`src/rtl/router_ctrl.sv`:
```
// Tile sequencer for the multi-row activation router: clear, program AGs, stream SRAM, drain MISO.
// Optional cycle counters are enabled by defining ROUTER_CTRL_PERF_EN.
module router_ctrl #(
    parameter int unsigned ROUTER_COUNT = 4,
    parameter int unsigned ADDR_WIDTH   = 8
) (
    input  logic                    i_clk,
    input  logic                    i_nrst,
    input  logic                    i_start,
    input  logic [ADDR_WIDTH-1:0]   i_o_x,
    input  logic [ADDR_WIDTH-1:0]   i_o_y,
    input  logic [ADDR_WIDTH-1:0]   i_i_size,
    input  logic [ADDR_WIDTH-1:0]   i_start_addr,
    input  logic [ADDR_WIDTH-1:0]   i_fetch_base,
    input  logic [ADDR_WIDTH-1:0]   i_fetch_count,
    input  logic                    i_addr_empty,
    input  logic                    i_data_empty,
    output logic                    o_reg_clear,
    output logic                    o_ag_en,
    output logic [ROUTER_COUNT-1:0] o_row_id,
    output logic [ADDR_WIDTH-1:0]   o_o_x,
    output logic [ADDR_WIDTH-1:0]   o_o_y,
    output logic [ADDR_WIDTH-1:0]   o_i_size,
    output logic [ADDR_WIDTH-1:0]   o_start_addr,
    output logic                    o_sram_rd_en,
    output logic [ADDR_WIDTH-1:0]   o_sram_addr,
    output logic                    o_ac_en,
    output logic [ADDR_WIDTH-1:0]   o_rr_addr,
    output logic                    o_rr_data_valid,
    output logic                    o_miso_pop_en,
    output logic                    o_busy,
    output logic                    o_done
`ifdef ROUTER_CTRL_PERF_EN
    ,
    output logic [ADDR_WIDTH-1:0]   o_cyc_fetch,
    output logic [ADDR_WIDTH-1:0]   o_cyc_stall
`endif
);

    localparam int unsigned W = ADDR_WIDTH;
    localparam logic [W-1:0] LAST_ROW = W'(ROUTER_COUNT - 1);

    typedef enum logic [2:0] {
        IDLE, CLEAR, GEN, FETCH, FLUSH, WAIT_AG, DRAIN, DONE
    } state_t;

    state_t         state, state_nxt;
    logic [W-1:0]   cnt, cnt_nxt;

    logic [W-1:0]   cfg_o_x, cfg_o_y, cfg_i_size, cfg_start_addr, cfg_fetch_base, cfg_fetch_count;

    logic                    reg_clear_nxt, ag_en_nxt, rd_en_nxt, ac_en_nxt, pop_en_nxt, done_nxt;
    logic [ROUTER_COUNT-1:0] row_id_nxt;
    logic [W-1:0]            o_x_nxt, o_y_nxt, i_size_nxt, start_addr_nxt, sram_addr_nxt;

    // Tile parameters are captured once at acceptance
    always_ff @(posedge i_clk or negedge i_nrst) begin
        if (!i_nrst) begin
            cfg_o_x         <= '0;
            cfg_o_y         <= '0;
            cfg_i_size      <= '0;
            cfg_start_addr  <= '0;
            cfg_fetch_base  <= '0;
            cfg_fetch_count <= '0;
        end else if (state == IDLE && i_start) begin
            cfg_o_x         <= i_o_x;
            cfg_o_y         <= i_o_y;
            cfg_i_size      <= i_i_size;
            cfg_start_addr  <= i_start_addr;
            cfg_fetch_base  <= i_fetch_base;
            cfg_fetch_count <= i_fetch_count;
        end
    end

    always_ff @(posedge i_clk or negedge i_nrst) begin
        if (!i_nrst) begin
            state <= IDLE;
            cnt   <= '0;
        end else begin
            state <= state_nxt;
            cnt   <= cnt_nxt;
        end
    end

    // cnt is the row index in GEN, the read index in FETCH and the cycle index in DRAIN
    always_comb begin
        state_nxt = state;
        cnt_nxt   = cnt;
        case (state)
            IDLE: begin
                if (i_start) begin
                    state_nxt = CLEAR;
                    cnt_nxt   = '0;
                end
            end
            CLEAR: begin
                state_nxt = GEN;
                cnt_nxt   = '0;
            end
            GEN: begin
                if (cnt == LAST_ROW) begin
                    cnt_nxt   = '0;
                    state_nxt = (cfg_fetch_count == '0) ? DRAIN : FETCH;
                end else begin
                    cnt_nxt = cnt + W'(1);
                end
            end
            FETCH: begin
                if (cnt == cfg_fetch_count - W'(1)) begin
                    cnt_nxt   = '0;
                    state_nxt = FLUSH;
                end else begin
                    cnt_nxt = cnt + W'(1);
                end
            end
            FLUSH:   state_nxt = WAIT_AG;
            WAIT_AG: begin
                if (i_addr_empty) state_nxt = DRAIN;
            end
            DRAIN: begin
                if (i_data_empty) begin
                    state_nxt = DONE;
                    cnt_nxt   = '0;
                end else if (cnt != '1) begin
                    cnt_nxt = cnt + W'(1);
                end
            end
            DONE:    state_nxt = IDLE;
            default: state_nxt = IDLE;
        endcase
    end

    // Outputs are decoded from the upcoming state so the registers line up with it
    always_comb begin
        reg_clear_nxt  = 1'b0;
        ag_en_nxt      = 1'b0;
        row_id_nxt     = '0;
        o_x_nxt        = '0;
        o_y_nxt        = '0;
        i_size_nxt     = '0;
        start_addr_nxt = '0;
        rd_en_nxt      = 1'b0;
        sram_addr_nxt  = '0;
        ac_en_nxt      = 1'b0;
        pop_en_nxt     = 1'b0;
        done_nxt       = 1'b0;
        case (state_nxt)
            CLEAR: reg_clear_nxt = 1'b1;
            GEN: begin
                ag_en_nxt      = 1'b1;
                row_id_nxt     = ROUTER_COUNT'(cnt_nxt);
                o_x_nxt        = cfg_o_x + cnt_nxt;
                o_y_nxt        = cfg_o_y;
                i_size_nxt     = cfg_i_size;
                start_addr_nxt = cfg_start_addr;
            end
            FETCH: begin
                rd_en_nxt     = 1'b1;
                sram_addr_nxt = cfg_fetch_base + cnt_nxt;
                ac_en_nxt     = 1'b1;
            end
            FLUSH, WAIT_AG: ac_en_nxt = 1'b1;
            DRAIN:          pop_en_nxt = 1'b1;
            DONE:           done_nxt = 1'b1;
            default: ;
        endcase
    end

    // Router address/valid trail the SRAM request by its one-cycle read latency
    always_ff @(posedge i_clk or negedge i_nrst) begin
        if (!i_nrst) begin
            o_reg_clear     <= 1'b0;
            o_ag_en         <= 1'b0;
            o_row_id        <= '0;
            o_o_x           <= '0;
            o_o_y           <= '0;
            o_i_size        <= '0;
            o_start_addr    <= '0;
            o_sram_rd_en    <= 1'b0;
            o_sram_addr     <= '0;
            o_ac_en         <= 1'b0;
            o_rr_addr       <= '0;
            o_rr_data_valid <= 1'b0;
            o_miso_pop_en   <= 1'b0;
            o_done          <= 1'b0;
        end else begin
            o_reg_clear     <= reg_clear_nxt;
            o_ag_en         <= ag_en_nxt;
            o_row_id        <= row_id_nxt;
            o_o_x           <= o_x_nxt;
            o_o_y           <= o_y_nxt;
            o_i_size        <= i_size_nxt;
            o_start_addr    <= start_addr_nxt;
            o_sram_rd_en    <= rd_en_nxt;
            o_sram_addr     <= sram_addr_nxt;
            o_ac_en         <= ac_en_nxt;
            o_rr_addr       <= o_sram_addr;
            o_rr_data_valid <= o_sram_rd_en;
            o_miso_pop_en   <= pop_en_nxt;
            o_done          <= done_nxt;
        end
    end

    assign o_busy = (state != IDLE);

`ifdef ROUTER_CTRL_PERF_EN
    // Saturating per-tile counters; drain only stalls once it outlasts one pop per router
    always_ff @(posedge i_clk or negedge i_nrst) begin
        if (!i_nrst) begin
            o_cyc_fetch <= '0;
            o_cyc_stall <= '0;
        end else if (state_nxt == CLEAR) begin
            o_cyc_fetch <= '0;
            o_cyc_stall <= '0;
        end else begin
            if ((state_nxt == FETCH || state_nxt == FLUSH || state_nxt == WAIT_AG)
                && o_cyc_fetch != '1)
                o_cyc_fetch <= o_cyc_fetch + W'(1);
            if ((state_nxt == WAIT_AG || (state_nxt == DRAIN && cnt_nxt >= W'(ROUTER_COUNT)))
                && o_cyc_stall != '1)
                o_cyc_stall <= o_cyc_stall + W'(1);
        end
    end
`endif

endmodule

```
`config.mk`:
```
export PLATFORM = sky130hd
export DESIGN_NAME = router_ctrl
export DESIGN_NICKNAME = d
export VERILOG_FILES = /design/src/rtl/router_ctrl.sv
export SDC_FILE = /design/constraint.sdc
export NUM_CORES = 1
export LEC_CHECK = 0
export ABC_AREA = 1
export CAP_MARGIN = 5
export CORE_MARGIN = 2
export CORE_UTILIZATION = 34
export CTS_BUF_LIST = sky130_fd_sc_hd__clkbuf_4 sky130_fd_sc_hd__clkbuf_8 sky130_fd_sc_hd__clkbuf_16
export DETAILED_ROUTE_END_ITERATION = 12
export MAX_ROUTING_LAYER = met4
export PLACE_DENSITY_LB_ADDON = 0.3
export SYNTH_ARGS = -nofsm -noshare
export SYNTH_HDL_FRONTEND = slang
export SYNTH_SLANG_ARGS = --single-unit
```
`constraint.sdc`:
```
create_clock -name i_clk -period 4.5 [get_ports i_clk]
set_input_delay 0.45 -clock i_clk [delete_from_list [all_inputs] [get_ports i_clk]]
set_output_delay 0.45 -clock i_clk [all_outputs]
set_load 0.01 [all_outputs]
```
==> impl_results.md <==
- Status: completed
- Cell mode on critical path: nor2_1
- Share of the synthesized area in the top cell type: 56.70%
- Period utilization: 84.59%
- Layout filler cell count: about 1400
- Setup violators final: 0
- Critical path type: flip-flop to flip-flop
- Max_slew headroom: 35.81%
- Most used routing layer: met2
- M1 GR Usage: 20.21%
- I/O Pins: 113
- EDFF count, synth: 0
- Die area: between 0.015 and 0.02 mm2
- Buffer count from post-CTS setup fixing: 0
- Worst slack, placed: 0.7491 ns
- Num rows: 45
- RSZ-0062 raised after global routing: false
- Initial antenna violation count: 0
- GR Util met2: 26.68%
- P&R area growth vs syn: 36.76%
- Fmax: 0.2627 GHz
- Post-synth top area cell: dfrtp_1
- Seq/Total Area, Yosys: a little under three fifths
- Worst slew pin tran: 0.9628 ns
- Post-layout min period: about 3.8 ns
- Ant. Diodes: 0
- Endpoints failing hold: 0
- Mapped Area: between 0.005 and 0.006 mm2
- Core Region: 0.01509 mm2
- HP Class: input port to async pin
- Max_cap viols: 0
- Hold Buf Count CTS: 0
- Syn. warnings: 0
- #FFs+latches synth: 118
- Sequential Power Share: between 30% and 40%
- Switching Power: 1.891 mW
- Initial Utilization: 34.51%
- Slew Limit Fails: 0
- Internal power: 3.273 mW
- Clk_lat worst skew: 0.41 ns
- Crit-path max FO: 5
- Largest net degree at the start of global routing: 80
- Largest buffer count on any clock path: 2
- Inserted Clock Buffers: 17
- DR iter-0 viols: 179
- RR Startpoint: cnt[0]$_DFF_PN0_
- Combinational power share: 40.4%
- R2R setup slack: 0.69 ns
- Nets@finish: 762
- Worst r2r dst: o_sram_addr[6]$_DFF_PN0_
- Worst setup margin: a little under 0.7 ns
- Vias/cell: 4.606
- CP Cell Sequence: ha_1 > nand2_1 > nor3_1 > nand2_1 > nor2_1 > nand2_1 > nor2_1 > nor2_1 > o21ai_0 > inv_1 > fa_1 > nor2_1 > o21a_1 > nor2_1 > o21ai_0 > a21oi_1 > or2_2 > a21oi_1
- First-pass GRT wire length: 20.53 mm
- Via Count: 4104
- Skew final: approximately 0.0086 ns
- Post-route DRC violation count: 0
- Drt wl/cell: 13.79 um
- Clock power frac: around a quarter
- Post_cts resized: 0
- Drt first pass iters: 4
- Startpoint types: flip-flop
- Detail Route Antenna Nets: 0
- Clock Tree Root: clkbuf_16
- Max incr delay on CP: 0.50 ns
- Mapped Cells: 569
- H-tree levels: 4
- Data required, critical path: 4.83 ns
- Met3 global-route usage: under 10%
- WP data arrival: between 4 and 5 ns
- R2r worst-path depth: 18
- Setup TNS: 0 ns
- Die W: 127.8 um
- Syn_nets: ~640
- Pwr/cell area: between 700 and 800 mW/mm2
- Sw Share: between 30% and 40%
- Crit. End Element: flip-flop
- Clock-pin slew on the worst setup and hold paths: 0.06 ns
- Post-synth ARST share: 100.0%
- Tot Pwr: slightly above 5 mW
- LEAKAGE: 3.392 nW
- Ys flop type: dfrtp_1
- Hold Slack: between 0.2 and 0.25 ns
- Library cells used by synthesis: 36
- Slowest CP cell: o21ai_0
- IO Port Bufs: 112
- Remaining global-route overflow: 0
- Gpl congestion: 0.8911
- Syn_area_per_cell: 9.152 um2
- DP Wirelength: 8.888 mm
- Die Height: 127.8 um
- VDD IR max: 0.0003195 V
- CTS tree: built
- Total routed wirelength: 12.28 mm
- # clock sinks: approximately 120
- Vias in the first global route: 4260
- Top cells by area, synth: dfrtp_1 (57%), nand2_1 (10%), inv_1 (5.5%)
- Layout cells sized above 1: 8.250%
- Gr usage total: 16.80%
placed cells by master (no fill, tap or decap), types with 2 or more instances in the layout:
cell type          n
a21oi_1           15
buf_4              3
bufinv_16          3
clkbuf_16         17
clkbuf_4           6
clkdlybuf4s50_1  111
clkinv_2           2
clkinvlp_4         2
dfrtp_1          118
fa_1               2
ha_1              17
inv_1             76
nand2_1          143
nand2_2            2
nand3_1           18
nand4_1            6
nor2_1            59
nor2_2             3
nor2_4            12
nor3_1             4
nor4_1             2
o211ai_1           3
o21a_1             3
o21ai_0           50
or2_2              2
xnor2_1            4
xor2_1             6
Yosys cell counts, drive strengths merged, types with 2 or more instances:
library cell    n
a21oi          15
buf             3
clkbuf          9
dfrtp         118
fa              2
ha             17
inv            77
nand2         145
nand3          18
nand4           7
nor2           74
nor3            5
nor4            2
o211ai          3
o21a            3
o21ai          51
or2             2
xnor2           4
xor2            6
sequential cells by signal, indices dropped and copies added (netlist names), 3 cells and up:
| register | count |
|---|---|
| o_i_size | 8 |
| o_row_id | 4 |
| o_rr_addr | 8 |
| state | 3 |
| cfg_o_x | 8 |
| o_start_addr | 8 |
| cfg_i_size | 8 |
| cfg_start_addr | 8 |
| cfg_o_y | 8 |
| o_sram_addr | 8 |
| cnt | 8 |
| o_o_y | 8 |
| cfg_fetch_base | 8 |
| o_o_x | 8 |
| cfg_fetch_count | 8 |
critical path, delay by kind of cell, from the launching register on:
kind / cells / cell delay [ns]
simple gates: 10 / 1.45
flops: 1 / 0.39
buf+inv: 1 / 0.20
compound gates: 5 / 1.05
fa+ha+maj: 2 / 0.66
metrics by stage:
| step | area [um2] | cells | utilization [%] |
|---|---|---|---|
| after global placement | 6514 | 859 | 43.17 |
| after CTS | 7122 | 891 | 47.20 |
| after global routing | 7122 | 891 | 47.20 |
| after detailed placement | 6514 | 859 | 43.17 |
| final | 7122 | 891 | 47.20 |
| after floorplan | 5207 | 569 | - |
power groups by stage:
stage / clock [mW] / combinational, mW / sequential (mW)
after floorplan: 0 / 1.25 / 1.77
after global placement: 0 / 2.09 / 1.71
after detailed placement: 0 / 2.11 / 1.73
after CTS: 1.42 / 2.12 / 1.71
after global routing: 1.47 / 2.37 / 1.76
final: 1.37 / 2.08 / 1.71
area by class of cell:
type | instances | area (um2) | share of cell area, %
flip-flops and latches | 118 | 2953 | 41.46
multi-input cells | 361 | 1899 | 26.67
repair buffers | 114 | 1134 | 15.92
clock buffers | 24 | 484.2 | 6.799
inverters | 78 | 292.8 | 4.111
well taps | 188 | 235.2 | 3.303
clock inverters | 8 | 123.9 | 1.739
worst max path at each step:
stage                                        start                       end  depth (start not counted)  slack [ns]
floorplan           cfg_fetch_count[0]$_DFFE_PN0P_        o_o_x[6]$_DFF_PN0_                         21        1.30
global placement                  cnt[0]$_DFF_PN0_        o_o_x[6]$_DFF_PN0_                         18        0.88
detailed placement                cnt[0]$_DFF_PN0_        o_o_x[6]$_DFF_PN0_                         17        0.75
CTS                               cnt[0]$_DFF_PN0_  o_sram_addr[6]$_DFF_PN0_                         18        0.69
global route                      cnt[0]$_DFF_PN0_        o_o_x[6]$_DFF_PN0_                         17        0.19
finish                            cnt[0]$_DFF_PN0_  o_sram_addr[6]$_DFF_PN0_                         18        0.69
kinds of logic after synthesis:
group                      synth area share [%]
AOI/OAI and AO/OA                         8.001
buffers and inverters                     6.967
DFF                                       56.70
and+or+nand+nor                           21.79
adders and majority gates                 4.853
xor gates and xnor gates                  1.682
per-layer routing:
metal | vias to the layer above | share of wire, %
met5 | - | 0
met4 | 0 | 2.1
met3 | 17 | 4.0
met2 | 89 | 49
met1 | 1966 | 45
li1 | 2032 | -
Power figures use the tool's default switching activity.
